## config.mk

```make
export PLATFORM = sky130hd
export DESIGN_NAME = mag_stats
export DESIGN_NICKNAME = d
export VERILOG_FILES = /design/src/rtl/mag_stats.sv
export SDC_FILE = /design/constraint.sdc
export NUM_CORES = 1
export LEC_CHECK = 0
export CAP_MARGIN = 20
export CORE_MARGIN = 2
export CORE_UTILIZATION = 60
export CTS_CLUSTER_DIAMETER = 200
export DETAILED_ROUTE_END_ITERATION = 10
export PLACE_DENSITY = 0.9
export SLEW_MARGIN = 10
export SYNTH_ARGS = -nofsm -noshare
export SYNTH_HDL_FRONTEND = slang
export SYNTH_SLANG_ARGS = --single-unit
```

## constraint.sdc

```tcl
create_clock -name clk -period 12.63 [get_ports clk]
set_clock_uncertainty 0.15 [all_clocks]
set_input_delay 1.263 -clock clk [delete_from_list [all_inputs] [get_ports clk]]
set_output_delay 1.263 -clock clk [all_outputs]
set_load 0.02 [all_outputs]
```

## src/rtl/mag_stats.sv

```systemverilog
// -----------------------------------------------------------------------------
// mag_stats
//
// Running statistics over a stream of 8-bit magnitude samples:
//   * moving average over the last N = 2^WIN_LOG2 accepted samples,
//   * peak hold since reset or the last clr_peak,
//   * a three-state threshold alarm with release hysteresis.
//
// Ports
//   clk        single clock, all state changes on its rising edge
//   rst        synchronous, active-high reset
//   mag_in     magnitude sample, accepted when mag_valid is high
//   mag_valid  one-cycle acceptance strobe (no back-pressure)
//   thresh     alarm threshold, sampled at every alarm evaluation
//   clr_peak   clears the peak hold (or loads mag_in if a sample arrives too)
//   avg_out    registered moving average, updated on every accepted sample
//   avg_valid  one-cycle pulse when avg_out holds a full-window average
//   peak_out   registered maximum sample
//   alarm      registered alarm-state output
//
// All outputs change one cycle after the accepting edge.
// -----------------------------------------------------------------------------
module mag_stats #(
  parameter int WIN_LOG2 = 3,
  parameter int HYST     = 4
) (
  input  logic       clk,
  input  logic       rst,
  input  logic [7:0] mag_in,
  input  logic       mag_valid,
  input  logic [7:0] thresh,
  input  logic       clr_peak,
  output logic [7:0] avg_out,
  output logic       avg_valid,
  output logic [7:0] peak_out,
  output logic       alarm
);

  localparam int N      = 1 << WIN_LOG2;
  localparam int SUM_W  = 8 + WIN_LOG2;
  localparam int FILL_W = WIN_LOG2 + 1;

  localparam logic [FILL_W-1:0] FILL_FULL = FILL_W'(N);

  typedef enum logic [1:0] {
    ST_BELOW,
    ST_PENDING,
    ST_ABOVE
  } state_t;

  // Window storage and bookkeeping
  logic [7:0]          sample_buf [N];
  logic [WIN_LOG2-1:0] wptr_q;
  logic [SUM_W-1:0]    sum_q;
  logic [FILL_W-1:0]   fill_q;

  // Combinational next values
  logic [SUM_W-1:0]    sum_next;
  logic [FILL_W-1:0]   fill_next;
  logic [7:0]          avg_next;
  logic [7:0]          rel;
  logic                full_next;
  logic                eval;

  state_t              state_q;
  state_t              state_d;

  // The running sum always equals the exact sum of the buffer, so the
  // modular add/subtract below lands on the true value and never wraps.
  assign sum_next  = sum_q + SUM_W'(mag_in) - SUM_W'(sample_buf[wptr_q]);
  assign avg_next  = sum_next[SUM_W-1:WIN_LOG2];

  // Fill counter saturates at N; a full-window average exists once it is N.
  assign fill_next = (fill_q == FILL_FULL) ? FILL_FULL : fill_q + FILL_W'(1);
  assign full_next = (fill_next == FILL_FULL);
  assign eval      = mag_valid && full_next;

  // Release level: thresh - HYST, clamped at zero. With rel = 0 the
  // "A < rel" release can never fire, so ABOVE only leaves via reset.
  always_comb begin
    // NOTE: every always_comb output gets a default first so no path leaves
    // it unassigned, which would otherwise infer a latch.
    rel = '0;
    if (int'(thresh) > HYST) rel = 8'(int'(thresh) - HYST);
  end

  // ---------------------------------------------------------------------------
  // Window datapath
  // ---------------------------------------------------------------------------
  always_ff @(posedge clk) begin
    if (rst) begin
      // NOTE: the buffer is cleared on reset on purpose: the running sum is
      // reset to 0, so the entries it subtracts later must be 0 as well.
      for (int i = 0; i < N; i++) sample_buf[i] <= '0;
      wptr_q <= '0;
      sum_q  <= '0;
      fill_q <= '0;
    end else if (mag_valid) begin
      // NOTE: non-blocking assignments so every register samples the
      // pre-edge values; sum_next reads the old sample_buf[wptr_q].
      sample_buf[wptr_q] <= mag_in;
      sum_q              <= sum_next;
      wptr_q             <= wptr_q + WIN_LOG2'(1);
      fill_q             <= fill_next;
    end
  end

  // ---------------------------------------------------------------------------
  // Registered outputs: average, valid pulse, peak hold, alarm
  // ---------------------------------------------------------------------------
  always_ff @(posedge clk) begin
    if (rst) begin
      avg_out   <= '0;
      avg_valid <= 1'b0;
      peak_out  <= '0;
      alarm     <= 1'b0;
    end else begin
      avg_valid <= eval;
      if (mag_valid) avg_out <= avg_next;

      // A sample arriving with clr_peak starts the new peak at that sample.
      if (clr_peak) begin
        peak_out <= mag_valid ? mag_in : '0;
      end else if (mag_valid && (mag_in > peak_out)) begin
        peak_out <= mag_in;
      end

      alarm <= (state_d == ST_ABOVE);
    end
  end

  // ---------------------------------------------------------------------------
  // Alarm FSM: evaluates only when a full-window average is produced
  // ---------------------------------------------------------------------------
  always_ff @(posedge clk) begin
    if (rst) state_q <= ST_BELOW;
    else     state_q <= state_d;
  end

  always_comb begin
    state_d = state_q;
    if (eval) begin
      case (state_q)
        ST_BELOW:   state_d = (avg_next >= thresh) ? ST_PENDING : ST_BELOW;
        ST_PENDING: state_d = (avg_next >= thresh) ? ST_ABOVE   : ST_BELOW;
        ST_ABOVE:   state_d = (avg_next <  rel)    ? ST_BELOW   : ST_ABOVE;
        default:    state_d = ST_BELOW;
      endcase
    end
  end

endmodule

```

==> flow_summary.toml <==
[cts]
cts_tree = "built"
postCtsResizedCells = 0
clock_sinks = 97
worstSkewPairLatency_ns = 0.38
htree_levels = 3
cts_buffers = 9
clk_path_buf_depth = 2
post_cts_buffers = 0
clk_pin_slew_ns = 0.10
cts_hold_buf = 0
cts_root_buf = "clkbuf_8"

[detailed_routing]
drcViolationCount = 0
routed_via_density = 6.23
wl_per_cell_um = 19.9
firstDrtPassIters = 7
drt-total-wl_um = 13100
vias = 4111
drt-initial-drc-count = 429
postRouteAntennaNets = 0

[worst_setup_path]
criticalPathCategory = "in2reg"
cp_data_required_time_ns = 12.72
path_max_fanout = 7
crit_path_end_kind = "flop"
crit_path_start_kind = "input pin"
arrival_ns = 6.01

[logic_synthesis]
synth_flop_cell = "edfxtp_1"
netlist_top_cells_area = "edfxtp_1 (34%), dfxtp_1 (12%), ha_1 (8.4%)"
synth_largest_area_cell = "edfxtp_1"
synth-seq-cells = 97
yosysWarnings = 0
synthTopCellsByCount = "edfxtp_1 (64), nor3_1 (52), inv_1 (47), ha_1 (38), nand2_1 (37)"
synth-edff-count = 64
netlist_instances = 521
syn_area_mm2 = 0.00565
async_flop_share = 0
synth.net_count = 587
ys_types = 53
synth.most_common_cell = "edfxtp_1"
seq_area_frac_synth = 0.457
synth_top_area_share = 0.340
avgSynthCellArea_um2 = 10.8

[floorplan]
coreArea_mm2 = 0.00920
die_x_um = 101
die_h_um = 101
rows = 35
initial_core_util = 0.615
boundaryPins = 38
die-area_mm2 = 0.0102

[power_and_ir_drop]
p_leak_nw = 2.41
powerDensity_mw_per_mm2 = 198
peakVddDrop_v = 0.0000965

[placement]
place_congestion = 0.935
dp_hpwl_um = 8980
port_buffers = 37
dp_cells = 643

[timing]
maxSlewViolCount = 0
worst_pin_slew_ns = 1.13
hold_ws_ns = 0.337
min_period_ns = 5.92
setup_viol = 0
hold_violations = 0
relSlewSlack = 0.244
finalSetupTns_ns = 0
fin_crit_sh = 0.469
rsz0062_at_grt = "no"
fmax_ghz = 0.169

[finish]
fin_util = 0.681
finalNonFillerCells = 660
nNetsFinal = 610
area_growth_pct = 10.8
antenna_cells = 0
drive_gt1_frac = 0.0965

[global_route]
grt_max_degree = 42
grt_overflow_total = 0
grt_use_total = 0.272
grt_pass1_vias = 4148
grt_pass1_wl_um = 21000
grt_antenna_before_repair = 0

[run_status]
status = "complete, no violations"

[worst_hold_path]
hold_path_class = "reg2reg"

[run]
max-cap-violations = 0
-- worst max-delay path: stages --
cell             delay (ns)
clkdlybuf4s50_1        0.56
clkinv_1               0.27
fa_1                   0.60
inv_1                  0.07
fa_1                   0.49
a211oi_2               0.20
o21bai_1               0.12
or4_4                  0.46
a221oi_4               0.28
xnor2_1                0.17
xnor2_1                0.14
ha_1                   0.22
or3_1                  0.35
nor2_1                 0.10
o21ai_0                0.17
nand4bb_1              0.19
a21boi_0               0.24
o22ai_1                0.13
-- cell usage in the layout (no fill, tap or decap), types with 10 or more instances in the layout --
cell             Yosys  final
edfxtp_1            64     64
nor3_1              52     52
inv_1               47     47
ha_1                38     38
nand2_1             37     37
clkdlybuf4s50_1      0     37
dfxtp_1             33     33
nor2_1              29     29
mux2i_1             18     18
and2_1              17     17
mux4_2              16     16
a21oi_1             14     14
o21ai_0             11     11
clkbuf_8             0     10
-- worst paths after layout --
path	from	end	slack, ns	cells past startpoint
worst min-delay path	peak_out[1]	peak_out[1]	0.34	2
worst max register to register	flop	state_q[1]	6.94	18
worst max-delay path	mag_in[1]	state_q[1]	6.71	18
worst min register to register	peak_out[1]	peak_out[1]	0.34	2
-- layout make-up --
class                   instances  area (µm²)
inverters                      55         206
well taps                     111         139
multi-input cells             338        2720
repair buffers                 43         415
fillers                       643        2930
clock buffers                  11         141
flip-flops and latches         97        2580
clock inverters                 5        62.6
-- per-stage QoR --
stage	cell area (µm²)	worst slack, ns	total power (W)
after floorplan	5650	7.24	0.000863
after global placement	6050	6.73	0.000977
after detailed placement	6050	6.43	0.00102
after CTS	6250	6.82	0.00123
after global routing	6260	6.49	0.00131
final	6260	6.71	0.00124
-- layer usage --
metal  track usage  share of wire  wire (µm)
met4         0.103          0.024        318
met3        0.0465          0.086       1130
met2         0.455           0.50       6530
met1         0.356           0.39       5130
met5             0              0          0
-- registers in the layout (all words and copies together) (netlist names), named ones only --
signal and cells:
alarm 1, avg_valid 1, fill_q 4, peak_out 8, sample_buf 64, state_q 2
sum_q 11, wptr_q 3
-- power breakdown --
part           leakage, nW  total [W]  internal, W  switching (W)
clock network        0.103   0.000213    0.0000990       0.000114
logic                 1.37   0.000635     0.000275       0.000361
registers            0.934   0.000390     0.000367      0.0000236
total                 2.41    0.00124     0.000740       0.000498
-- kinds of logic after synthesis --
family / share of synthesized area
AOI/OAI and AO/OA: 0.0766
xor gates and xnor gates: 0.0248
adders and majority gates: 0.112
buffers and inverters: 0.0627
DFF: 0.457
muxes: 0.116
and+or+nand+nor: 0.151
(Power assumes the default switching activity.)
==> RTL edit 1: new RTL, same flow settings <==
The parameter `WIN_LOG2` goes from 3 to 2.
--- a/src/rtl/mag_stats.sv
+++ b/src/rtl/mag_stats.sv
@@ -23,3 +23,3 @@
 module mag_stats #(
-  parameter int WIN_LOG2 = 3,
+  parameter int WIN_LOG2 = 2,
   parameter int HYST     = 4
Behaviour: not the same (a bounded check fails within 4 cycles, from zero or initial values and one cycle with rst high).
==> RTL edit 1 against the unedited design <==
Combinational power fell by 28%. Routed wire length decreased by 41%. Largest power group unchanged. Sequential cell count down 36. Setup slack better by 0.85 ns. Final area is 28% lower. Clock power down 23%. Power shrank 30%. Synthesized area down 31%.
==> RTL edit 1: results (changes against the unedited design) <==
Diode count: 0 (unchanged)
Global-route wire length before repair: 13.0 mm (was 21.0 mm)
Syn nets: 443 (was 587)
Clock latency on the worst-skew pair: 0.34 ns (was 0.38 ns)
Uppermost layer routed: met4 (unchanged)
Metal2 WL: 4.03 mm (was 6.53 mm)
CP Max Fanout: 4 (was 7)
Slew HR: 31.9% (was 24.4%)
Via density per instance: 5.90 (was 6.23)
Final #Nets: 474 (was 610)
Metal3 WL: 360 µm (was 1.13 mm)
DP HPWL: 6.01 mm (was 8.98 mm)
Post CTS Setup Buffer Count: 0 (unchanged)
Clock Tree Buf Depth: 2 (unchanged)
Placer Congestion: 0.813 (was 0.935)
EDFF count, synth: 32 (was 64)
Wl on met1: 3.22 mm (was 5.13 mm)
Static Leakage: 1.90 nW (was 2.41 nW)
GRT Overall Usage: 22.7% (was 27.2%)
Status: completed (unchanged)
Largest net degree at the start of global routing: 31 (was 42)
Synth async-reset ratio: 0% (unchanged)
Routed wire length: 7.78 mm (was 13.1 mm)
Maximum VDD drop: 0.126 mV (was 0.0965 mV)
Synth area leaders: edfxtp_1 (24%), dfxtp_1 (15%), ha_1 (12%) (was edfxtp_1 (34%), dfxtp_1 (12%), ha_1 (8.4%))
Post-CTS sizing: 0 (unchanged)
Setup TNS: 0 ns (unchanged)
Initial DRC Count: 129 (was 429)
Clock Tree Root: clkbuf_8 (unchanged)
Seq/Total Area, Yosys: 39.3% (was 45.7%)
Initial antenna violation count: 0 (unchanged)
Yosys cell types: 51 (was 53)
Ys Warns: 0 (unchanged)
Number of global-route vias before repair: 2969 (was 4148)
Fraction of layout cells with a size suffix above 1: 8.94% (was 9.65%)
Clock transition at the registers of the reported paths: 0.07 ns (was 0.10 ns)
1st-pass router iterations: 5 (was 7)
H-tree Lvls: 3 (unchanged)
Synth cell count leaders: inv_1 (50), ha_1 (37), nor2_1 (36) (was edfxtp_1 (64), nor3_1 (52), inv_1 (47))
CTS Buf Count: 9 (unchanged)
Hold Path Class: flop to flop (unchanged)
Biggest regs: sample_buf (32), sum_q (10), peak_out (8) (was sample_buf (64), sum_q (11), peak_out (8))
PortBufs: 37 (unchanged)
[RTL edit 1: cell count changes in the layout (fill, tap and decap cells not counted), sizes merged, moves of 6 or more]
cell and change:
and2 -9, clkinv -6, edfxtp -32, mux2 -10
mux4 -8, nand2 -25, nor2 +7, nor3 -49
nor4 +15, o21bai -7
[RTL edit 1: final timing paths]
check / from / end / slack, ns / depth (start not counted)
worst max register to register: flop / state_q[1] / 7.96 / 17
worst max-delay path: mag_in[1] / state_q[1] / 7.56 / 18
worst min register to register: sum_q[1] / sum_q[1] / 0.36 / 2
worst min-delay path: sum_q[1] / sum_q[1] / 0.36 / 2
[RTL edit 1: area by class of cell]
cell class	count	area (µm²)
Multi-Input combinational cell	246	2080
Fill cell	446	1870
Sequential cell	61	1540
Timing Repair Buffer	40	388
Inverter	51	191
Clock buffer	10	128
Tap cell	77	96.3
Clock inverter	6	55.1
[RTL edit 1: logic make-up after synthesis]
logic type      Yosys count  synth area share [%]
simple gates            106                  14.3
buf+inv                  71                  7.66
flops                    61                  39.3
compound gates           55                  10.6
fa+ha+maj                45                  15.9
mux                      25                  8.93
xor+xnor                 15                  3.35
[RTL edit 1: power by group]
part | switching [mW] | internal (mW) | total, mW | leakage (nW)
logic | 0.247 | 0.210 | 0.457 | 1.23
clock network | 0.0749 | 0.0891 | 0.164 | 0.0911
registers | 0.0173 | 0.230 | 0.248 | 0.573
total | 0.339 | 0.530 | 0.869 | 1.90
[RTL edit 1: critical path, stage by stage]
cell and delay [ns]:
clkdlybuf4s50_1 0.53, inv_1 0.12, fa_1 0.54, inv_1 0.07
fa_1 0.45, a21o_1 0.18, a21oi_2 0.18, nor2b_2 0.08
o21ai_1 0.22, and2b_1 0.17, xnor2_1 0.15, ha_1 0.29
a21o_1 0.18, a21oi_1 0.14, o21a_1 0.14, o211ai_1 0.14
nand4_1 0.17, o211ai_1 0.10
[RTL edit 1: through the flow]
step	total power [mW]	instances	area (µm²)	setup WS [ns]	utilization [%]
after floorplan	0.603	378	3920	8.12	-
after global placement	0.679	473	4290	7.37	67.5
after detailed placement	0.705	474	4290	7.24	67.6
after CTS	0.870	490	4480	7.59	70.5
final	0.869	491	4480	7.56	70.6
after global routing	0.935	491	4480	7.31	70.6
[RTL edit 1: layer usage]
metal / vias to the layer above / global-route usage [%]
met2: 85 / 41.3
li1: 1396 / -
met1: 1398 / 26.0
met3: 17 / 3.31
met4: 0 / 11.3
met5: - / 0
==> RTL edit 2: new RTL, same settings <==
Without the edit above. Re-encode `state_t` (3 states) as one-hot, 3 bits wide.
--- a/src/rtl/mag_stats.sv
+++ b/src/rtl/mag_stats.sv
@@ -44,6 +44,6 @@
 
-  typedef enum logic [1:0] {
-    ST_BELOW,
-    ST_PENDING,
-    ST_ABOVE
+  typedef enum logic [2:0] {
+    ST_BELOW   = 3'b001,
+    ST_PENDING = 3'b010,
+    ST_ABOVE   = 3'b100
   } state_t;
Function: no difference found for any inputs over 4 cycles, from zero or initial values and one cycle with rst high; so few cycles prove little.
==> RTL edit 2 against the unedited design <==
Clock power is 7% lower. Setup slack worse by 0.21 ns. Power is 4.3% lower. Core utilization is 0.60 points higher. Final area is 1.4% higher. Critical endpoint is now alarm. Routed wire length is 1.6% lower. Register-to-register slack worse by 0.25 ns. Sequential cell count is 1 higher. Synthesized area is 1.0% higher. Largest cell class unchanged. Sequential power hardly changed.
==> RTL edit 2: results (changes against the unedited design) <==
Status: completed (unchanged)
Final std cells w/o fill: 684 (was 660)
PortBufs: 37 (unchanged)
Peak Freq: 163 MHz (was 169 MHz)
Worst hold slack: 0.343 ns (was 0.337 ns)
Psw: 0.485 mW (was 0.498 mW)
Final #Nets: 614 (was 610)
Crit-path slowest cell: fa_1 (unchanged)
Diode count: 0 (unchanged)
Initial DRC Count: 455 (was 429)
Post-Syn Instances: 526 (was 521)
DP HPWL: 8.94 mm (was 8.98 mm)
Synth cell count leaders: edfxtp_1 (64), nor3_1 (53), inv_1 (45) (was edfxtp_1 (64), nor3_1 (52), inv_1 (47))
Mapped Area: 5710 µm² (was 5650 µm²)
Placed Area: 6130 µm² (was 6050 µm²)
Critical path arrival: 6.29 ns (was 6.01 ns)
GRT Overall Usage: 26.3% (was 27.2%)
Fraction of layout cells with a size suffix above 1: 10.6% (was 9.65%)
Syn nets: 590 (was 587)
Placer Congestion: 0.867 (was 0.935)
Maximum VDD drop: 0.149 mV (was 0.0965 mV)
Static Leakage: 2.40 nW (was 2.41 nW)
Worst reg2reg setup slack: 6.69 ns (was 6.94 ns)
Seq/Total Area, Yosys: 45.6% (was 45.7%)
Via count: 4238 (was 4111)
Yosys cell types: 55 (was 53)
Clock latency on the worst-skew pair: 0.38 ns (about the same)
Synth area leaders: edfxtp_1 (34%), dfxtp_1 (12%), ha_1 (7.9%) (was edfxtp_1 (34%), dfxtp_1 (12%), ha_1 (8.4%))
Global-route wire length before repair: 20.6 mm (was 21.0 mm)
Routed wire length: 12.9 mm (was 13.1 mm)
Inst Count DP: 666 (was 643)
Worst slew pin tran: 1.17 ns (was 1.13 ns)
==> RTL edit 2: layout make-up <==
type | count | area [µm²] | area share (%)
repair buffers | 44 | 430 | 6.78
multi-input cells | 344 | 2760 | 43.5
clock buffers | 9 | 124 | 1.95
flip-flops and latches | 98 | 2600 | 41.0
inverters | 53 | 199 | 3.13
well taps | 129 | 161 | 2.54
clock inverters | 7 | 70.1 | 1.10
==> RTL edit 2: worst paths after layout <==
path,startpoint,depth (start not counted),endpoint
max,mag_in[1],18,alarm
min,peak_out[5],2,peak_out[5]
max reg2reg,flop,18,alarm
min reg2reg,peak_out[5],2,peak_out[5]
==> RTL edit 2: per-layer routing <==
layer,routed length (µm),track usage [%],vias up
li1,-,-,1931
met1,4880,33.3,2013
met2,6420,43.7,240
met3,1120,5.45,54
met4,485,11.9,0
met5,0,0,-
==> RTL edit 2: power groups by stage <==
stage | logic, mW | clock network, mW | registers (mW)
2_1_floorplan | 0.444 | 0 | 0.390
3_3_place_gp | 0.545 | 0 | 0.398
3_5_place_dp | 0.574 | 0 | 0.400
4_1_cts | 0.582 | 0.197 | 0.393
5_1_grt | 0.658 | 0.210 | 0.394
6_report | 0.597 | 0.198 | 0.391
==> RTL edit 2: logic make-up (layout without fill, tap and decap cells) <==
group / after synthesis / in the layout / synth area share [%]
AOI/OAI and AO/OA: 66 / 66 / 8.35
DFF: 98 / 98 / 45.6
muxes: 44 / 44 / 11.4
buffers and inverters: 84 / 113 / 6.05
xor gates and xnor gates: 14 / 14 / 2.28
and+or+nand+nor: 175 / 175 / 15.4
adders and majority gates: 45 / 45 / 10.9
==> RTL edit 2: per-stage QoR <==
stage	utilization, %	setup WS, ns
floorplan	-	6.71
global placement	66.4	6.48
detailed placement	66.4	6.20
CTS	68.4	6.32
global route	68.7	6.28
finish	68.7	6.50
